## src/rtl/i8008_pkg.sv

```systemverilog
// ----------------------------------------------------------------------------
// i8008_pkg
// Shared encodings for the 8008 timing/state unit and scratchpad addressing:
//   - T-state codes (3 bits) driven by the timing unit
//   - machine-cycle codes (2 bits)
//   - fixed scratchpad register indices used by the address sequencer
//   - sp_sel_t: which source supplies the next scratchpad index
// ----------------------------------------------------------------------------
package i8008_pkg;

   // T-state codes
   localparam logic [2:0] WAIT    = 3'b000;
   localparam logic [2:0] T1      = 3'b010;
   localparam logic [2:0] T1I     = 3'b110;
   localparam logic [2:0] T2      = 3'b001;
   localparam logic [2:0] T3      = 3'b100;
   localparam logic [2:0] STOPPED = 3'b011;
   localparam logic [2:0] T4      = 3'b111;
   localparam logic [2:0] T5      = 3'b101;

   // Machine-cycle codes
   localparam logic [1:0] PCI = 2'b00;
   localparam logic [1:0] PCR = 2'b10;
   localparam logic [1:0] PCC = 2'b01;
   localparam logic [1:0] PCW = 2'b11;

   // Fixed scratchpad indices
   localparam logic [2:0] REG_A = 3'd0;
   localparam logic [2:0] REG_H = 3'd5;
   localparam logic [2:0] REG_L = 3'd6;

   typedef enum logic [2:0] {
      SEL_SSS,
      SEL_DDD,
      SEL_A,
      SEL_H,
      SEL_L,
      SEL_AHL,
      SEL_HOLD
   } sp_sel_t;

endpackage : i8008_pkg

```

## src/rtl/sp_sel_decode.sv

```systemverilog
// ----------------------------------------------------------------------------
// sp_sel_decode
// Purely combinational decode of (T-state, machine cycle, opcode) into the
// scratchpad index source and the next-cycle scratchpad write enable.
// Ports:
//   state_i   [2:0]  current T-state code
//   cycle_i   [1:0]  current machine-cycle code
//   opcode_i  [7:0]  instruction register
//   sel_o            index source (sp_sel_t)
//   wr_en_o          write enable to be registered by the caller
// ----------------------------------------------------------------------------
module sp_sel_decode
   import i8008_pkg::*;
(
   input  logic [2:0] state_i,
   input  logic [1:0] cycle_i,
   input  logic [7:0] opcode_i,
   output sp_sel_t    sel_o,
   output logic       wr_en_o
);

   logic alu;
   logic mov;
   logic incdec;
   logic pc_rw;

   // Class-2 (op[7]) ALU ops plus the immediate forms whose op[2:1] is 01/10.
   assign alu    = ~opcode_i[6] & (opcode_i[7] | (opcode_i[2] ^ opcode_i[1]));
   assign mov    = (opcode_i[7:6] == 2'b11);
   // INr/DCr: DDD=000 (A) is excluded because that encoding is HLT.
   assign incdec = (opcode_i[7:6] == 2'b00) && (opcode_i[2:1] == 2'b00)
                   && (opcode_i[5:3] != 3'b000);
   assign pc_rw  = (cycle_i == PCR) || (cycle_i == PCW);

   always_comb begin
      // NOTE: every output gets a default before the case so no path leaves
      // it unassigned; otherwise synthesis would infer a latch.
      sel_o   = SEL_AHL;
      wr_en_o = 1'b0;
      case (state_i)
         WAIT, STOPPED: sel_o = SEL_HOLD;
         T1:            if (pc_rw) sel_o = SEL_L;
         T2:            if (pc_rw) sel_o = SEL_H;
         T4:            sel_o = SEL_SSS;
         T5: begin
            sel_o   = alu ? SEL_A : SEL_DDD;
            wr_en_o = ~alu & (mov | incdec);
         end
         default:       sel_o = SEL_AHL;  // T3, T1I
      endcase
   end

endmodule : sp_sel_decode

```

## src/rtl/sp_addr_seq.sv

```systemverilog
// ----------------------------------------------------------------------------
// sp_addr_seq
// Registered scratchpad address sequencer with a banked register file.
// The index is chosen by sp_sel_decode and registered on clk1 together with
// a write strobe. A bank prefix is loaded through a pending register and only
// becomes active at the start of the next instruction fetch (T1 of PCI), so
// an instruction in flight never sees its bank change.
// Parameters:
//   IDX_W   in-bank index width (>= 3)
//   BANK_W  bank prefix width   (>= 1)
// Ports:
//   clk1       clock, rising edge
//   rst_n      asynchronous active-low reset
//   state      T-state code
//   cycle      machine-cycle code
//   opcode     instruction register
//   ahl        fallback index from the control unit
//   bank_we    request to load a new bank
//   bank_din   bank value for bank_we
//   addr       registered {bank, index}
//   wr_en      registered scratchpad write enable
//   bank_pend  a bank load is waiting for the next fetch
// ----------------------------------------------------------------------------
module sp_addr_seq
   import i8008_pkg::*;
#(
   parameter int IDX_W  = 3,
   parameter int BANK_W = 1
) (
   input  logic                    clk1,
   input  logic                    rst_n,
   input  logic [2:0]              state,
   input  logic [1:0]              cycle,
   input  logic [7:0]              opcode,
   input  logic [IDX_W-1:0]        ahl,
   input  logic                    bank_we,
   input  logic [BANK_W-1:0]       bank_din,
   output logic [BANK_W+IDX_W-1:0] addr,
   output logic                    wr_en,
   output logic                    bank_pend
);

   if (BANK_W < 1) begin : g_bank_w_chk
      $error("sp_addr_seq: BANK_W must be at least 1");
   end
   if (IDX_W < 3) begin : g_idx_w_chk
      $error("sp_addr_seq: IDX_W must be at least 3");
   end

   sp_sel_t           sel;
   logic              wr_en_nxt;
   logic              transfer;

   logic [IDX_W-1:0]  idx_d,       idx_q;
   logic [BANK_W-1:0] bank_d,      bank_q;
   logic [BANK_W-1:0] pend_bank_d, pend_bank_q;
   logic              pend_d,      pend_q;
   logic              wr_d,        wr_q;

   sp_sel_decode u_decode (
      .state_i  (state),
      .cycle_i  (cycle),
      .opcode_i (opcode),
      .sel_o    (sel),
      .wr_en_o  (wr_en_nxt)
   );

   always_comb begin
      idx_d = ahl;
      case (sel)
         SEL_SSS:  idx_d = IDX_W'(opcode[2:0]);
         SEL_DDD:  idx_d = IDX_W'(opcode[5:3]);
         SEL_A:    idx_d = IDX_W'(REG_A);
         SEL_H:    idx_d = IDX_W'(REG_H);
         SEL_L:    idx_d = IDX_W'(REG_L);
         SEL_HOLD: idx_d = idx_q;
         default:  idx_d = ahl;
      endcase
   end

   // Hold states force the strobe low; the decoder already guarantees this.
   assign wr_d     = wr_en_nxt;
   assign transfer = (state == T1) && (cycle == PCI);

   // Deferred bank load. A write on the transfer edge bypasses the pending
   // register; otherwise the latest write sits in pending until the next fetch.
   always_comb begin
      bank_d      = bank_q;
      pend_bank_d = pend_bank_q;
      pend_d      = pend_q;
      if (transfer) begin
         pend_d = 1'b0;
         if (bank_we) begin
            bank_d = bank_din;
         end else if (pend_q) begin
            bank_d = pend_bank_q;
         end
      end else if (bank_we) begin
         pend_bank_d = bank_din;
         pend_d      = 1'b1;
      end
   end

   always_ff @(posedge clk1 or negedge rst_n) begin
      if (!rst_n) begin
         idx_q       <= '0;
         bank_q      <= '0;
         pend_bank_q <= '0;
         pend_q      <= 1'b0;
         wr_q        <= 1'b0;
      end else begin
         // NOTE: non-blocking assignments so every register samples the
         // pre-edge values, independent of statement order.
         idx_q       <= idx_d;
         bank_q      <= bank_d;
         pend_bank_q <= pend_bank_d;
         pend_q      <= pend_d;
         wr_q        <= wr_d;
      end
   end

   // The bank field is the active bank register itself, so a transfer edge
   // shows the new bank together with the T1 index.
   assign addr      = {bank_q, idx_q};
   assign wr_en     = wr_q;
   assign bank_pend = pend_q;

endmodule : sp_addr_seq

```

## config.mk

```make
export PLATFORM = sky130hd
export DESIGN_NAME = sp_addr_seq
export DESIGN_NICKNAME = d
export VERILOG_FILES = /design/src/rtl/i8008_pkg.sv /design/src/rtl/sp_sel_decode.sv /design/src/rtl/sp_addr_seq.sv
export SDC_FILE = /design/constraint.sdc
export NUM_CORES = 1
export LEC_CHECK = 0
export CORE_AREA = 2 2 39 41
export DETAILED_ROUTE_END_ITERATION = 6
export DIE_AREA = 0 0 41 43
export MAX_ROUTING_LAYER = met4
export PLACE_DENSITY = 0.9
export SETUP_SLACK_MARGIN = 0.02
export SYNTH_ARGS = -nofsm -noshare
export SYNTH_HDL_FRONTEND = slang
export SYNTH_HIERARCHICAL = 1
export SYNTH_SLANG_ARGS = --single-unit
export TNS_END_PERCENT = 30
```

## constraint.sdc

```tcl
create_clock -name clk1 -period 2.47 [get_ports clk1]
set_clock_uncertainty 0.2 [all_clocks]
set_input_delay 0.494 -clock clk1 [delete_from_list [all_inputs] [get_ports clk1]]
set_output_delay 0.494 -clock clk1 [all_outputs]
set_load 0.05 [all_outputs]
```

After elaboration in Yosys (flattened, before gate mapping)
Cells that the tools add are included.
{"block": "classes", "eq_ne": 13, "mux": 10, "bitwise_logic": 8, "n_reduce_logical": 15}
{"op": "case mux 3 bit (6 select lines)", "count": 1}
{"op": "case mux 3 bit (5 select lines)", "count": 1}
{"op": "equality test 3 x 2 -> 1 bit (second input constant)", "count": 4}
{"op": "equality test 3 bit (second input constant)", "count": 4}
{"op": "equality test 2 bit (second input constant)", "count": 3}
{"op": "equality test 3 x 1 -> 1 bit (second input constant)", "count": 2}
{"op": "zero test 2 bit", "count": 3}
{"op": "zero test 3 bit", "count": 2}
{"op": "two-way mux 1 bit", "count": 6}
{"op": "AND reduction 2 bit", "count": 2}
{"op": "nonzero test 2 bit", "count": 2}
{"op": "logical AND 1 bit", "count": 3}
{"op": "two-way mux 3 bit", "count": 1}
{"op": "NOT 1 bit", "count": 3}
{"op": "nonzero test 3 bit", "count": 1}
{"op": "AND 1 bit", "count": 2}
{"op": "two-way mux 2 bit", "count": 1}
{"op": "bitwise OR 1 bit", "count": 2}
{"op": "OR reduction 2 bit", "count": 1}
{"op": "logical OR 1 bit", "count": 1}
{"op": "XOR 1 bit", "count": 1}
{"block": "word_totals", "register_bits": 7, "input_bits": 20, "output_inout_bits": 6, "wordCells": 51}

Longest topological paths before layout
{"block": "depth", "depth_word": 7, "depth_mapped": 8, "mapped_depth_nobuf": 8}

By module
The synthesis kept the hierarchy.
{"mod": "sp_addr_seq", "n_inst": 1, "cells_per_inst": 36, "area_each_um2": 372.9, "seq_area_each_um2": 175.2}
{"mod": "sp_sel_decode", "n_inst": 1, "cells_per_inst": 21, "area_each_um2": 138.9, "seq_area_each_um2": 0.0}

Worst setup path after synthesis
No wires, ideal clock.
{"block": "synth_timing", "kind": "input -> register", "startpoint": "in opcode[1]", "endpoint": "reg idx_q[2]", "setup_ns": 0.139, "arrival_ns": 1.710, "required_time_ns": 2.131, "path_slack_ns": 0.421, "stages": 7, "path_buffers": 0, "cell_sequence": "inv_1 -> ha_1 -> nor2_1 -> nor3b_2 -> a211o_1 -> o311ai_0 -> o21ai_0"}
{"block": "synth_between", "elab_chain_cells": 7, "word_cells_on_any_way": 12, "cone_classes": "5 x eq/ne; 3 x mux; 3 x bitwise; 1 x reduce/logical"}
{"item": "start, declared", "line_no": "sp_addr_seq.sv:34", "text": "input logic [7:0] opcode,"}
{"item": "XOR 1 bit (*)", "line_no": "sp_sel_decode.sv:28", "text": "assign alu = ~opcode_i[6] & (opcode_i[7] | (opcode_i[2] ^ opcode_i[1]));"}
{"item": "bitwise OR 1 bit (*)", "line_no": "sp_sel_decode.sv:28"}
{"item": "AND 1 bit (*)", "line_no": "sp_sel_decode.sv:28"}
{"item": "two-way mux 2 bit (*)", "line_no": "sp_sel_decode.sv:46", "text": "sel_o = alu ? SEL_A : SEL_DDD;"}
{"item": "case mux 3 bit (5 select lines) (*)", "line_no": "sp_sel_decode.sv:40", "text": "case (state_i)"}
{"item": "named net sel[1]", "line_no": "sp_addr_seq.sv:50", "text": "sp_sel_t sel;"}
{"item": "equality test 3 bit (tied with other cells)", "line_no": "sp_addr_seq.sv:70", "text": "case (sel)"}
{"item": "case mux 3 bit (6 select lines)", "line_no": "sp_addr_seq.sv:70"}
{"item": "end signal, assigned", "line_no": "sp_addr_seq.sv:114", "text": "idx_q <= idx_d;"}
{"item": "end, declared", "line_no": "sp_addr_seq.sv:54", "text": "logic [IDX_W-1:0] idx_d, idx_q;"}
Mark *: on every way through the listed nets, which the timed path passes. The rest lies on a longest branch.
A chain may end at the register's enable or synchronous reset.

Worst setup path after layout
Same ends and word-level chain as after synthesis.

==> impl_metrics.py <==
metrics = {
    "cells_and_area": {
        "fin_util": 0.601,
        "final_common_cell": "clkdlybuf4s50_1",
        "num-fill-cells": 125,
        "areaGrowthSynthToFinish_pct": 62.6,
        "fin_nets": 110,
        "multi_input_area_um2": 319,
        "layout-drive-gt1-share": 0.148,
        "antenna_cells": 0,
        "ff_latch_area_um2": 175,
        "final_cell_mix": "clkdlybuf4s50_1, dfrtp_1, nor2_1",
    },
    "synthesis": {
        "synthesis.nets": 78,
        "ys.warnings.count": 6,
        "postSynthRegisterBits": 7,
        "synth_area_per_cell_um2": 8.98,
        "synth_cell_types": 35,
        "synth_seq_area_share": 0.342,
        "synth_cells": 57,
        "synth_area_um2": 512,
    },
    "clock_network": {
        "h-tree-depth": 1,
        "clock-sinks": 7,
        "clkTransAtPathRegs_ns": 0.05,
        "root_buffer": "clkbuf_4",
        "clk_latency_ns": 0.25,
        "ctsHoldBuffers": 0,
        "cts_tree": "yes",
        "cts_buffers": 3,
        "clockBufferDepth": 2,
    },
    "routing": {
        "route.met3.wl_um": 134,
        "drt-met1-wl_um": 522,
        "drt-wirelength-per-cell_um": 12.4,
        "via_per_inst": 5.40,
        "firstDrtPassIters": 4,
        "wl_met2_um": 631,
        "drtAntennaViolNets": 0,
        "first_iter_violations": 16,
        "wirelength_um": 1290,
        "num_vias": 562,
        "drc_errors": 0,
        "top_layer": "met3",
    },
    "critical_path": {
        "required_ns": 2.37,
        "critPathLaunchType": "primary input",
        "crit_fanout": 5,
        "slowest_delay_ns": 0.49,
        "cp-end-kind": "flip-flop",
        "arrival_ns": 2.32,
        "path_class": "primary input to flip-flop",
        "cp_slowest_cell": "clkdlybuf4s50_1",
        "critical_path.cell_chain": "clkdlybuf4s50_1 -> inv_1 -> ha_1 -> nor2_1 -> nor3b_2 -> a211o_1 -> o311ai_0 -> o21ai_0",
    },
    "hold_path": {
        "hold_class": "primary input to asynchronous set/reset pin",
    },
    "outcome": {
        "outcome": "finished, final reports clean",
    },
    "placed_design": {
        "routabilityCongestion": 0.802,
        "port_buffers": 25,
        "hpwl_um": 1020,
    },
    "timing": {
        "period_needed_ns": 2.42,
        "rsz0062_at_grt": "yes",
        "setup_viol": 0,
        "worstMarginPinSlew_ns": 0.505,
        "fin_crit_sh": 0.980,
        "max_freq_ghz": 0.413,
        "whs_ns": 0.300,
        "relSlewSlack": 0.663,
        "slew_violations": 0,
        "hold_viol_final": 0,
    },
    "global_route": {
        "grt_first_pass_wirelength_um": 2030,
        "grt_max_degree": 12,
        "grtUsageTotal": 0.170,
        "antenna_found_initial": 0,
        "grt_pass1_vias": 526,
        "gr-total-overflow": 0,
    },
    "floorplanning": {
        "die_w_um": 41,
        "start_util": 0.370,
        "design.core.area_mm2": 0.00138,
        "die_y_um": 43,
        "fp-row-count": 14,
        "ios": 26,
        "die_area_mm2": 0.00176,
    },
    "power": {
        "leakage_nw": 0.345,
        "peakVddDrop_mv": 0.397,
        "p_per_area_mw_per_mm2": 514,
    },
    "flow_run": {
        "drv_cap": 0,
    },
}
==> power by group <==
group / internal, W / total [W] / switching (W) / leakage [nW]
Sequential: 0.000131 / 0.000142 / 0.0000109 / 0.0818
Clock: 0.0000614 / 0.0000991 / 0.0000378 / 0.0150
Combinational: 0.0000834 / 0.000187 / 0.000103 / 0.249
Total: 0.000276 / 0.000428 / 0.000152 / 0.345
==> synthesized netlist by cell type <==
cell	count	area (um^2)
dfrtp_1	7	175
nor2_1	6	22.5
nand2_1	5	18.8
a21oi_1	3	15.0
inv_1	3	11.3
a211oi_1	2	15.0
nand2b_1	2	12.5
o2bb2ai_1	2	17.5
a211o_1	1	8.76
a22oi_1	1	7.51
a31oi_1	1	6.26
a32oi_1	1	8.76
and3_1	1	6.26
and3b_1	1	8.76
buf_4	1	7.51
clkbuf_1	1	3.75
ha_1	1	12.5
mux2_2	1	11.3
mux2i_1	1	10.0
nand3_1	1	5.00
nand4_1	1	6.26
nor2b_4	1	13.8
nor3_1	1	5.00
nor3b_1	1	7.51
nor3b_2	1	12.5
nor4_1	1	6.26
nor4b_2	1	15.0
o21ai_0	1	5.00
o21ai_1	1	5.00
o21bai_1	1	7.51
o22ai_1	1	6.26
o311ai_0	1	8.76
o31ai_1	1	7.51
o31ai_2	1	12.5
or3b_1	1	8.76
==> flip-flops by register name, summed over array words and instances (netlist names) <==
signal,cells
bank_pend,1
bank_q,1
idx_q,3
pend_bank_q,1
wr_en,1
==> timing repair <==
item,4_1_cts,5_1_grt
buffers inserted,0,0
resized for setup,0,1
setup endpoints to repair,0,2
hold endpoints to repair,0,0
==> area by class of cell <==
cell class / instances / area share
Clock buffer: 4 / 0.0316
Inverter: 3 / 0.0135
Tap cell: 16 / 0.0241
Timing Repair Buffer: 29 / 0.337
Multi-Input combinational cell: 45 / 0.383
Sequential cell: 7 / 0.211
==> metrics by stage <==
step / area, um^2 / setup slack [ns] / TNS (ns) / cells / power (W)
floorplan: 512 / 0.421 / 0 / 57 / 0.000250
global placement: 801 / -0.113 / -0.247 / 100 / 0.000325
detailed placement: 801 / -0.205 / -0.475 / 100 / 0.000329
CTS: 827 / 0.0439 / 0 / 104 / 0.000431
global route: 832 / -0.0301 / -0.0570 / 104 / 0.000454
finish: 832 / 0.0493 / 0 / 104 / 0.000428
==> logic make-up (layout without fill, tap and decap cells) <==
logic type,Yosys count,count (layout),share of synthesized area
flops,7,7,0.342
fa+ha+maj,1,1,0.0244
compound gates,18,18,0.257
buf+inv,5,36,0.0440
mux,2,2,0.0416
simple gates,24,24,0.291
==> critical path, delay by kind of cell <==
kind                       cells  cell delay [ns]
and+or+nand+nor                2             0.22
AOI/OAI and AO/OA              3             0.78
buffers and inverters          2             0.54
adders and majority gates      1             0.30
==> worst paths after layout <==
check | startpoint | endpoint | slack [ns] | cells after the start
max | opcode[1] | idx_q[2]$_DFFE_PN0P_ | 0.05 | 8
min in group clk1 | pend_bank_q$_DFFE_PN0P_ | pend_bank_q$_DFFE_PN0P_ | 0.32 | 1
max reg2reg | bank_pend$_DFFE_PN0P_ | bank_q$_DFFE_PN0P_ | 1.28 | 3
max in group asynchronous | rst_n | idx_q[1]$_DFFE_PN0P_ | 1.54 | 1
min reg2reg | pend_bank_q$_DFFE_PN0P_ | pend_bank_q$_DFFE_PN0P_ | 0.32 | 1
min | rst_n | idx_q[2]$_DFFE_PN0P_ | 0.30 | 1
==> routing by layer <==
layer	GRT usage	vias up
li1	-	280
met1	0.201	255
met2	0.269	27
met3	0.0733	0
met4	0.0200	0
met5	-	-
Note: power is estimated with default switching activity, not from simulation.
